`config.mk`:
```
export PLATFORM = sky130hd
export DESIGN_NAME = adf4351_spi_sequencer
export DESIGN_NICKNAME = d
export VERILOG_FILES = /design/src/rtl/adf4351_spi_sequencer.sv
export SDC_FILE = /design/constraint.sdc
export NUM_CORES = 1
export LEC_CHECK = 0
export ABC_AREA = 1
export CELL_PAD_IN_SITES_DETAIL_PLACEMENT = 1
export CELL_PAD_IN_SITES_GLOBAL_PLACEMENT = 1
export CORE_ASPECT_RATIO = 1.5
export CORE_MARGIN = 2
export CORE_UTILIZATION = 47
export DETAILED_ROUTE_END_ITERATION = 8
export PLACE_DENSITY = 0.9
export SLEW_MARGIN = 20
export SYNTH_ARGS = -nofsm -noshare
export SYNTH_HDL_FRONTEND = slang
export SYNTH_SLANG_ARGS = --single-unit
```
`constraint.sdc`:
```
create_clock -name CLK -period 4.5 [get_ports CLK]
set_clock_uncertainty 0.05 [all_clocks]
set_input_delay 0.9 -clock CLK [delete_from_list [all_inputs] [get_ports CLK]]
set_output_delay 0.9 -clock CLK [all_outputs]
set_load 0.01 [all_outputs]
```
`src/rtl/adf4351_spi_sequencer.sv`:
```
// rtl/adf4351_spi_sequencer.sv - ADF4351 3-wire register loader with lock-detect wait
module adf4351_spi_sequencer #(
  parameter int          CLK_DIV      = 4,
  parameter int          LE_CYCLES    = 4,
  parameter int          GAP_CYCLES   = 4,
  parameter int          LOCK_STABLE  = 16,
  parameter int          LOCK_TIMEOUT = 100000,
  parameter logic [31:0] REG_R1       = 32'h08008011,
  parameter logic [31:0] REG_R2       = 32'h00004E42,
  parameter logic [31:0] REG_R3       = 32'h000004B3,
  parameter logic [31:0] REG_R5       = 32'h00580005
) (
  input  logic        CLK,
  input  logic        RST,
  input  logic        START,
  input  logic        FULL_INIT,
  input  logic [31:0] ADF_R0,
  input  logic [31:0] ADF_R4,
  input  logic        LD,
  output logic        SCLK,
  output logic        SDATA,
  output logic        LE,
  output logic        BUSY,
  output logic        DONE,
  output logic        LOCKED,
  output logic        TIMEOUT
);

  typedef enum logic [2:0] {
    S_IDLE, S_LOAD, S_SHIFT_LO, S_SHIFT_HI, S_LE_PULSE, S_GAP, S_WAIT_LOCK, S_FINISH
  } state_t;

  localparam logic [31:0] DIV_LAST     = 32'(CLK_DIV - 1);
  localparam logic [31:0] LE_LAST      = 32'(LE_CYCLES - 1);
  localparam logic [31:0] GAP_LAST     = 32'(GAP_CYCLES - 1);
  localparam logic [31:0] STABLE_LAST  = 32'(LOCK_STABLE - 1);
  localparam logic [31:0] TIMEOUT_LAST = 32'(LOCK_TIMEOUT - 1);

  state_t      state, state_n;
  logic [31:0] timer;
  logic [31:0] shreg;
  logic [4:0]  bit_cnt;
  logic [2:0]  word_idx;
  logic        full_seq;
  logic        init_done;
  logic [31:0] r0_q, r4_q;
  logic        ld_meta, ld_sync;
  logic [31:0] stable;
  logic        last_word;
  logic        lock_hit, timeout_hit;
  logic [31:0] next_word;

  assign last_word = full_seq ? (word_idx == 3'd5) : (word_idx == 3'd1);

  // Full list goes out R5 first so R0 (which triggers VCO calibration) lands last
  always_comb begin
    next_word = r0_q;
    if (full_seq) begin
      case (word_idx)
        3'd0:    next_word = REG_R5;
        3'd1:    next_word = r4_q;
        3'd2:    next_word = REG_R3;
        3'd3:    next_word = REG_R2;
        3'd4:    next_word = REG_R1;
        default: next_word = r0_q;
      endcase
    end else if (word_idx == 3'd0) begin
      next_word = r4_q;
    end
  end

  always_comb begin
    state_n     = state;
    lock_hit    = 1'b0;
    timeout_hit = 1'b0;
    case (state)
      S_IDLE:     if (START) state_n = S_LOAD;
      S_LOAD:     state_n = S_SHIFT_LO;
      S_SHIFT_LO: if (timer == DIV_LAST) state_n = S_SHIFT_HI;
      S_SHIFT_HI: if (timer == DIV_LAST) state_n = (bit_cnt == 5'd0) ? S_LE_PULSE : S_SHIFT_LO;
      S_LE_PULSE: if (timer == LE_LAST) state_n = S_GAP;
      S_GAP:      if (timer == GAP_LAST) state_n = last_word ? S_WAIT_LOCK : S_LOAD;
      S_WAIT_LOCK: begin
        // Lock is checked first so it wins a tie with the timeout
        if (ld_sync && stable == STABLE_LAST) begin
          lock_hit = 1'b1;
          state_n  = S_FINISH;
        end else if (timer == TIMEOUT_LAST) begin
          timeout_hit = 1'b1;
          state_n     = S_FINISH;
        end
      end
      S_FINISH:   state_n = S_IDLE;
      default:    state_n = S_IDLE;
    endcase
  end

  assign SCLK  = (state == S_SHIFT_HI);
  assign SDATA = ((state == S_SHIFT_LO) || (state == S_SHIFT_HI)) && shreg[31];
  assign LE    = (state == S_LE_PULSE);
  assign BUSY  = (state != S_IDLE);
  assign DONE  = (state == S_FINISH);

  always_ff @(posedge CLK or negedge RST) begin
    if (!RST) state <= S_IDLE;
    else      state <= state_n;
  end

  always_ff @(posedge CLK or negedge RST) begin
    if (!RST) begin
      ld_meta <= 1'b0;
      ld_sync <= 1'b0;
    end else begin
      ld_meta <= LD;
      ld_sync <= ld_meta;
    end
  end

  always_ff @(posedge CLK or negedge RST) begin
    if (!RST) begin
      timer     <= '0;
      shreg     <= '0;
      bit_cnt   <= '0;
      word_idx  <= '0;
      full_seq  <= 1'b0;
      init_done <= 1'b0;
      r0_q      <= '0;
      r4_q      <= '0;
      stable    <= '0;
      LOCKED    <= 1'b0;
      TIMEOUT   <= 1'b0;
    end else begin
      timer  <= (state_n != state || state == S_IDLE) ? 32'd0 : timer + 32'd1;
      stable <= '0;
      case (state)
        S_IDLE: begin
          if (START) begin
            r0_q     <= ADF_R0;
            r4_q     <= ADF_R4;
            LOCKED   <= 1'b0;
            TIMEOUT  <= 1'b0;
            full_seq <= FULL_INIT || !init_done;
            word_idx <= '0;
          end
        end
        S_LOAD: begin
          shreg   <= next_word;
          bit_cnt <= 5'd31;
        end
        S_SHIFT_HI: begin
          if (timer == DIV_LAST) begin
            shreg <= {shreg[30:0], 1'b0};
            if (bit_cnt != 5'd0) bit_cnt <= bit_cnt - 5'd1;
          end
        end
        S_GAP: begin
          if (timer == GAP_LAST && !last_word) word_idx <= word_idx + 3'd1;
        end
        S_WAIT_LOCK: begin
          stable <= ld_sync ? stable + 32'd1 : 32'd0;
          if (lock_hit)         LOCKED  <= 1'b1;
          else if (timeout_hit) TIMEOUT <= 1'b1;
        end
        S_FINISH: init_done <= 1'b1;
        default: ;
      endcase
    end
  end

endmodule
```
Word-level counts from Yosys, hierarchy flattened
Index checks and enable logic that the tools add are counted.
- input bits: 69
- ROM bits: 0
- bits in latches: 0
- memories kept: 0
- RAM bits: 0
- register bits: 177
- $lt $le $gt $ge: 0
- multiplexer cells: 36
- bitwise logic cells: 0
- div/mod/pow operators: 0
- reductions and logical operators: 22
- $add $sub $neg: 4
- multiply operators: 0
- shift-type cells: 0
- equality and inequality tests: 23
- operators by type and width (cell ; count):
    two-way mux 32 bit ; 6
    one-hot mux 32 bit (5 select lines) ; 1
    adder 32 x 1 -> 32 bit, second input constant ; 2
    one-hot mux 32 bit (2 select lines) ; 1
    two-way mux 3 bit ; 11
    equality test 32 x 17 -> 1 bit, second input constant ; 1
    equality test 32 x 2 -> 1 bit, second input constant ; 1
    equality test 32 x 4 -> 1 bit, second input constant ; 1
    one-hot mux 3 bit (8 select lines) ; 1
    equality test 3 bit, second input constant ; 6
    equality test 3 x 2 -> 1 bit, second input constant ; 4
    two-way mux 1 bit ; 10
    two-way mux 5 bit ; 2
    inequality test 2 bit, second input constant ; 5
    one-hot mux 5 bit (2 select lines) ; 1
    AND reduction 3 bit ; 3
    equality test 3 x 1 -> 1 bit, second input constant ; 2
    logical NOT 3 bit ; 2
    one-hot mux 3 bit (2 select lines) ; 1
    nonzero test 2 bit ; 3
    logical NOT 5 bit ; 1
    nonzero test 5 bit ; 1
    subtractor 5 x 1 -> 5 bit, second input constant ; 1
    inequality test 2 x 1 -> 1 bit, second input constant ; 2
    other kinds (9) ; 16

Longest topological paths before layout
- depth in word-level cells: 8
- gate-level depth with buffers: 17

Worst setup path after synthesis
Ideal clock, no wire load.
- path kind: register to output
- from: register state[2]
- to: output port SCLK
- path buffers: 2
- arrival: 1296 ps
- path slack: 2254 ps
- cell stages (with the launch flop): 6
- required time: 3550 ps
- cell sequence: dfrtp_1 inv_1 nand2_1 nor2_4 buf_2 buf_1
- word-level cells in the longest chain between the ends: 1
- ends and longest elaborated chain (item ; RTL line ; text):
    start: declaration ; 39 ; state_t state, state_n;
    start signal: assignment ; 106 ; else state <= state_n;
    equality test 3 x 2 -> 1 bit ; 98 ; assign SCLK = (state == S_SHIFT_HI);
    end: declaration ; 20 ; output logic SCLK,
No other way between the ends.

Worst setup path in the final report
Ends and elaborated chain as after synthesis.

==> metrics.txt <==
Cells after Synth=1234; Worst VDD drop=just under 0.3 mV; most common cell in the netlist=nand2_1; initial core utilization=0.481; Max Fclk=334 MHz; final slew viol count=0; area leader, netlist=dfrtp_1; reg2reg start=word_idx[1]; post-synth top area share=0.466; crit path launch=state[2]; CTS HTree Levels=4; Post-DP HPWL=20300 um; CTS Hold Bufs=0; WP data arrival=around 2.0 ns; nets@finish=approximately 1400; CTS sink cnt=approximately 180; Iter 0 DRT Violations=510; Worst Tran Pin Value=0.986 ns; largest net degree at the start of global routing=77; GRT Overall Usage=0.286; IO Port Bufs=75; Max-slew headroom=0.342; Clock Latency Late Sink=0.45 ns; Slowest-stage cell, CP=clkdlybuf4s50_1; Ant. Diodes=0; HP Start=ld_meta; clk slew on worst S/H paths=approximately 0.070 ns; Area Growth Syn to Fin=16.0%; YS warnings=0; top post-synthesis cells by area=dfrtp_1 (47%), nand2_1 (10%), o21ai_0 (8.8%); core area=slightly below 20000 um^2; max-cap violation count=0; leakage power=about 4.8 nW; post-synth cell types=39; final hold vios=0; WL final=about 29000 um; setup TNS=0 ns; CP Launch Type=register; IO Pins=76; CTS resizes=0; Post-DRT Antenna Nets=0; Period Utilization, post-route=0.665; die width=approximately 120 um; Detailed Routing Iterations Pass 1=6; Post-synth EDFFs=0; Vias=8750; gpl congestion=0.851; GRT met1 Usage=0.318; Final Cell Area=11000 um^2; Hold WS=0.310 ns; Rows=63; fraction of layout cells with a size suffix above 1=0.0817; grt ovf=0; worst stage delay on the critical path=roughly 0.59 ns; Synth Cell Area=approximately 9500 um^2; outcome=complete, no violations; Seq/Total Area, Yosys=0.466; asr flop ratio synth=1.00; Setup Crit Path Kind=register to output port; DRC Markers=0; gr busiest metal=met2; RSZ-0062 raised after global routing=no; Final setup viols=0; Worst Hold Class=register to register; Avg Cell Area, Syn=7.71 um^2; Setup Fix Bufs, Post-CTS=0; M3 GR Usage=0.0460; cell breakdown of the critical path=inv_1, nand2_1, nor2_4, clkdlybuf4s50_1; Die ar.=21400 um^2; die height=178 um; Crit. End Element=output port; initial antenna violation count=0; pwr/cell area=561 nW/um^2; DR WL/cell=18.9 um; final core occ=0.558; met2 capacity usage during global routing=0.537; overall power=6.19 mW; Syn Nets=1312; CTS tree=built; first-pass GRT wire length=47900 um; Synth Register Bits=177; number of global-route vias before repair=between 9000 and 10000; min Tclk post-route=2.99 ns; Post-synth top cells=nand2_1 (265), dfrtp_1 (177), o21ai_0 (167); ys flop type=dfrtp_1; CP required=3.55 ns; root buf cell=clkbuf_16; CTS max path bufs=2; dpl cell area=10400 um^2; worst-path maximum fanout=7; Vias/cell=5.62; CTS buffer count=17
cell type report:
| type | count | area [um^2] |
|---|---|---|
| Sequential cell | 177 | 4430 |
| Inverter | 132 | 495 |
| Multi-Input combinational cell | 875 | 4360 |
| Clock inverter | 13 | 150 |
| Timing Repair Buffer | 81 | 822 |
| Clock buffer | 19 | 453 |
| Tap cell | 260 | 325 |
| Fill cell | 2456 | 8750 |
kinds of logic after synthesis:
kind of cell	synth area share
flip-flops	0.466
buffers and inverters	0.0767
XOR/XNOR	0.0295
AND/OR/NAND/NOR	0.263
AO/OA/AOI/OAI	0.153
adder cells (fa/ha/maj)	0.0118
final timing paths:
path	cells after the start	to	slack [ns]
max in group asynchronous	2	timer[10]	2.94
worst min register to register	0	ld_sync	0.31
worst max register to register	10	shreg[22]	1.60
worst max-delay path	4	SCLK	1.51
worst min-delay path	0	ld_sync	0.31
min in group asynchronous	1	stable[2]	0.38
power by group:
group	internal, mW	leakage [nW]	total, mW	switching, mW
combinational	0.698	2.19	2.27	1.58
clock	0.859	0.297	1.55	0.693
sequential	2.04	2.28	2.36	0.322
total	3.60	4.77	6.19	2.59
metal layers:
metal | wire [um] | part of all wire
met5 | 0 | 0
met4 | 892 | 0.030
met3 | 991 | 0.034
met2 | 16200 | 0.55
met1 | 11400 | 0.39
cell usage in the layout (no fill, tap or decap), types with 16 or more instances in the layout:
cell type,synthesis,routed
o21ai_0,167,167
nand4_1,20,20
nand2_1,265,264
inv_1,124,123
dfrtp_1,177,177
nand3_1,46,46
a21oi_1,60,60
nor2_1,140,140
clkdlybuf4s50_1,0,74
nor2_2,34,34
clkbuf_16,0,17
o211ai_1,16,16
xor2_1,24,24
nor3_1,29,29
metrics by stage:
step	std cells	setup WS, ns
after floorplan	1234	2.25
after global placement	1525	1.52
after detailed placement	1525	1.45
after CTS	1557	1.52
after global routing	1557	1.28
final	1557	1.51
state kept, by name (all words and copies together) (netlist names), 3 cells and up:
signal	cells
r0_q	32
r4_q	32
shreg	32
stable	32
timer	32
bit_cnt	5
state	3
word_idx	3
worst max-delay path, delay by kind of cell, from the launching register on:
| family | cells | cell delay, ns |
|---|---|---|
| flops | 1 | 0.44 |
| simple gates | 2 | 0.40 |
| buf+inv | 2 | 0.75 |
No activity file was read; power rests on OpenSTA's default activity.
==> RTL edit: new RTL, config.mk and constraints unchanged <==
Put one more register stage on the output `TIMEOUT`. The value now appears one clock later. The other outputs are not delayed to match.
--- a/src/rtl/adf4351_spi_sequencer.sv
+++ b/src/rtl/adf4351_spi_sequencer.sv
@@ -37,2 +37,4 @@
   localparam logic [31:0] TIMEOUT_LAST = 32'(LOCK_TIMEOUT - 1);
+
+  logic TIMEOUT_s0;
 
@@ -130,3 +132,3 @@
       LOCKED    <= 1'b0;
-      TIMEOUT   <= 1'b0;
+      TIMEOUT_s0 <= 1'b0;
     end else begin
@@ -140,3 +142,3 @@
             LOCKED   <= 1'b0;
-            TIMEOUT  <= 1'b0;
+            TIMEOUT_s0 <= 1'b0;
             full_seq <= FULL_INIT || !init_done;
@@ -161,3 +163,3 @@
           if (lock_hit)         LOCKED  <= 1'b1;
-          else if (timeout_hit) TIMEOUT <= 1'b1;
+          else if (timeout_hit) TIMEOUT_s0 <= 1'b1;
         end
@@ -169,2 +171,6 @@
 
+  always_ff @(posedge CLK) begin
+    TIMEOUT <= TIMEOUT_s0;
+  end
+
 endmodule
Behaviour: same outputs for any inputs over 10 cycles, from zero or initial values and one cycle with RST low; that may be too few to reach the edited logic, so the function may still have changed.
==> RTL edit against the unedited design <==
Setup slack lost 310 ps; fmax down 9.3%; hold slack lost 11 ps; final cell count rose by 0.13%; die area is 0.20% higher; synthesized area increased by 0.21%; routed wire length fell by 0.90%; power fell by 1.1%; sequential share of layout area is 0.26 points higher; final area fell by 0.19%; core utilization is 0.33 points lower; sequential cell count increased by 1; count of clock-buffer cells in the layout up 2; largest cell class unchanged.
==> RTL edit: results (changes against the unedited design) <==
- Status: finished, final reports clean
- Final hold slack: 299 ps (-10.7 ps)
- Max Freq: 303 MHz (-9.3%)
- Worst-path fanout max: 42 (+35)
- FF+latch count, synth: 178 (+0.56%)
- Final GP Congestion: 0.862 (+1.3%)
- Number of DRC markers in iteration 0: 435 (-15%)
- Max VDD drop: 0.000359 V (+22%)
- Post-synthesis compound-gate area fraction: 15.3% (-0.032 points)
- Cts hold-fix bufs: 0 (unchanged)
- DP Wirelength: 20.0 mm (-1.6%)
- Crit path largest cell delay: 640 ps (+50 ps)
- Synth Area in Adders: 1.18% (-0.0025 points)
- Layout cells sized above 1: 8.16% (-0.013 points)
- Reg power frac: 38.1% (about the same)
- Reg-to-reg setup timing slack: 1470 ps (-130 ps)
- CLK BUF: 21 (+2)
- WL met2: 15.9 mm (-1.7%)
- Non-clock buffers: 83 (+2.5%)
- XOR/XNOR Fraction of Synth Area: 2.94% (-0.0062 points)
- First-pass GRT wire length: 47.4 mm (-0.99%)
- Place WS: 1080 ps (-369 ps)
- Sequential share of cell area: 40.4% (+0.26 points)
- Multi-input combinational area share: 39.6% (+0.076 points)
- Post-synthesis cell type count: 40 (+2.6%)
- WP data arrival: 2350 ps (+310 ps)
- Non-clk invs: 132 (unchanged)
- Largest net degree at the start of global routing: 95 (+23%)
- Pre-antenna DRT Iters: 4 (-2)
- DRT Wirelength: 29.2 mm (-0.90%)
- WL met3: 804 µm (-19%)
- Post-Syn Nets: 1313 (+0.076%)
- Clk tree area frac: 5.19% (-0.27 points)
- Async SR Flop Fraction: 99.4% (-0.56 points)
- Vias per std cell: 5.68 (+1.0%)
- M1 wire length: 11.4 mm (+0.33%)
- Worst Setup SP: state[2]$_DFF_PN0_
- Synth area leaders: dfrtp_1, nand2_1, o21ai_0
- GRT Total Usage: 28.2% (-0.37 points)
- Filler Cell Count: 2486 (+1.2%)
- P per Cell Area: 556 mW/mm² (-0.92%)
- Sequential fraction of the synthesis area: 46.7% (+0.11 points)
- FF-to-FF End: shreg[21]$_DFFE_PN0P_
- Hold Crit Start: ld_meta$_DFF_PN0_
- Net Switching: 2.56 mW (-1.1%)
- Layout net count: 1365 (+0.22%)
- Antenna cell count: 0 (unchanged)
- Pin slew with the least headroom to its limit: 1040 ps (+54.2 ps)
## RTL edit: cell types whose count changed after synthesis
cell     delta
dfxtp_1     +1
## RTL edit: worst register-to-register path, delay by kind of cell (launching register included)
family	cells	cell delay, ps
fa+ha+maj	1	160
buf+inv	3	900
compound gates	4	910
flops	1	420
simple gates	2	500
## RTL edit: through the flow
| stage | cells | cell area, µm² |
|---|---|---|
| final | 1559 | 11000 |
| after global routing | 1559 | 11000 |
| after CTS | 1559 | 11000 |
| after detailed placement | 1528 | 10400 |
| after global placement | 1528 | 10400 |
| after floorplan | 1235 | 9530 |
## RTL edit: metal layers
layer / global-route usage (%) / vias up
li1: - / 4125
met1: 31.6 / 4463
met2: 52.5 / 186
met3: 4.64 / 77
met4: 12.1 / 0
met5: 0 / -
## RTL edit: kinds of logic (layout without fill, tap and decap cells)
logic type,after synthesis,after routing
XOR/XNOR,32,32
buffers and inverters,182,246
AND/OR/NAND/NOR,563,563
flip-flops,178,178
AO/OA/AOI/OAI,271,271
adder cells (fa/ha/maj),9,9
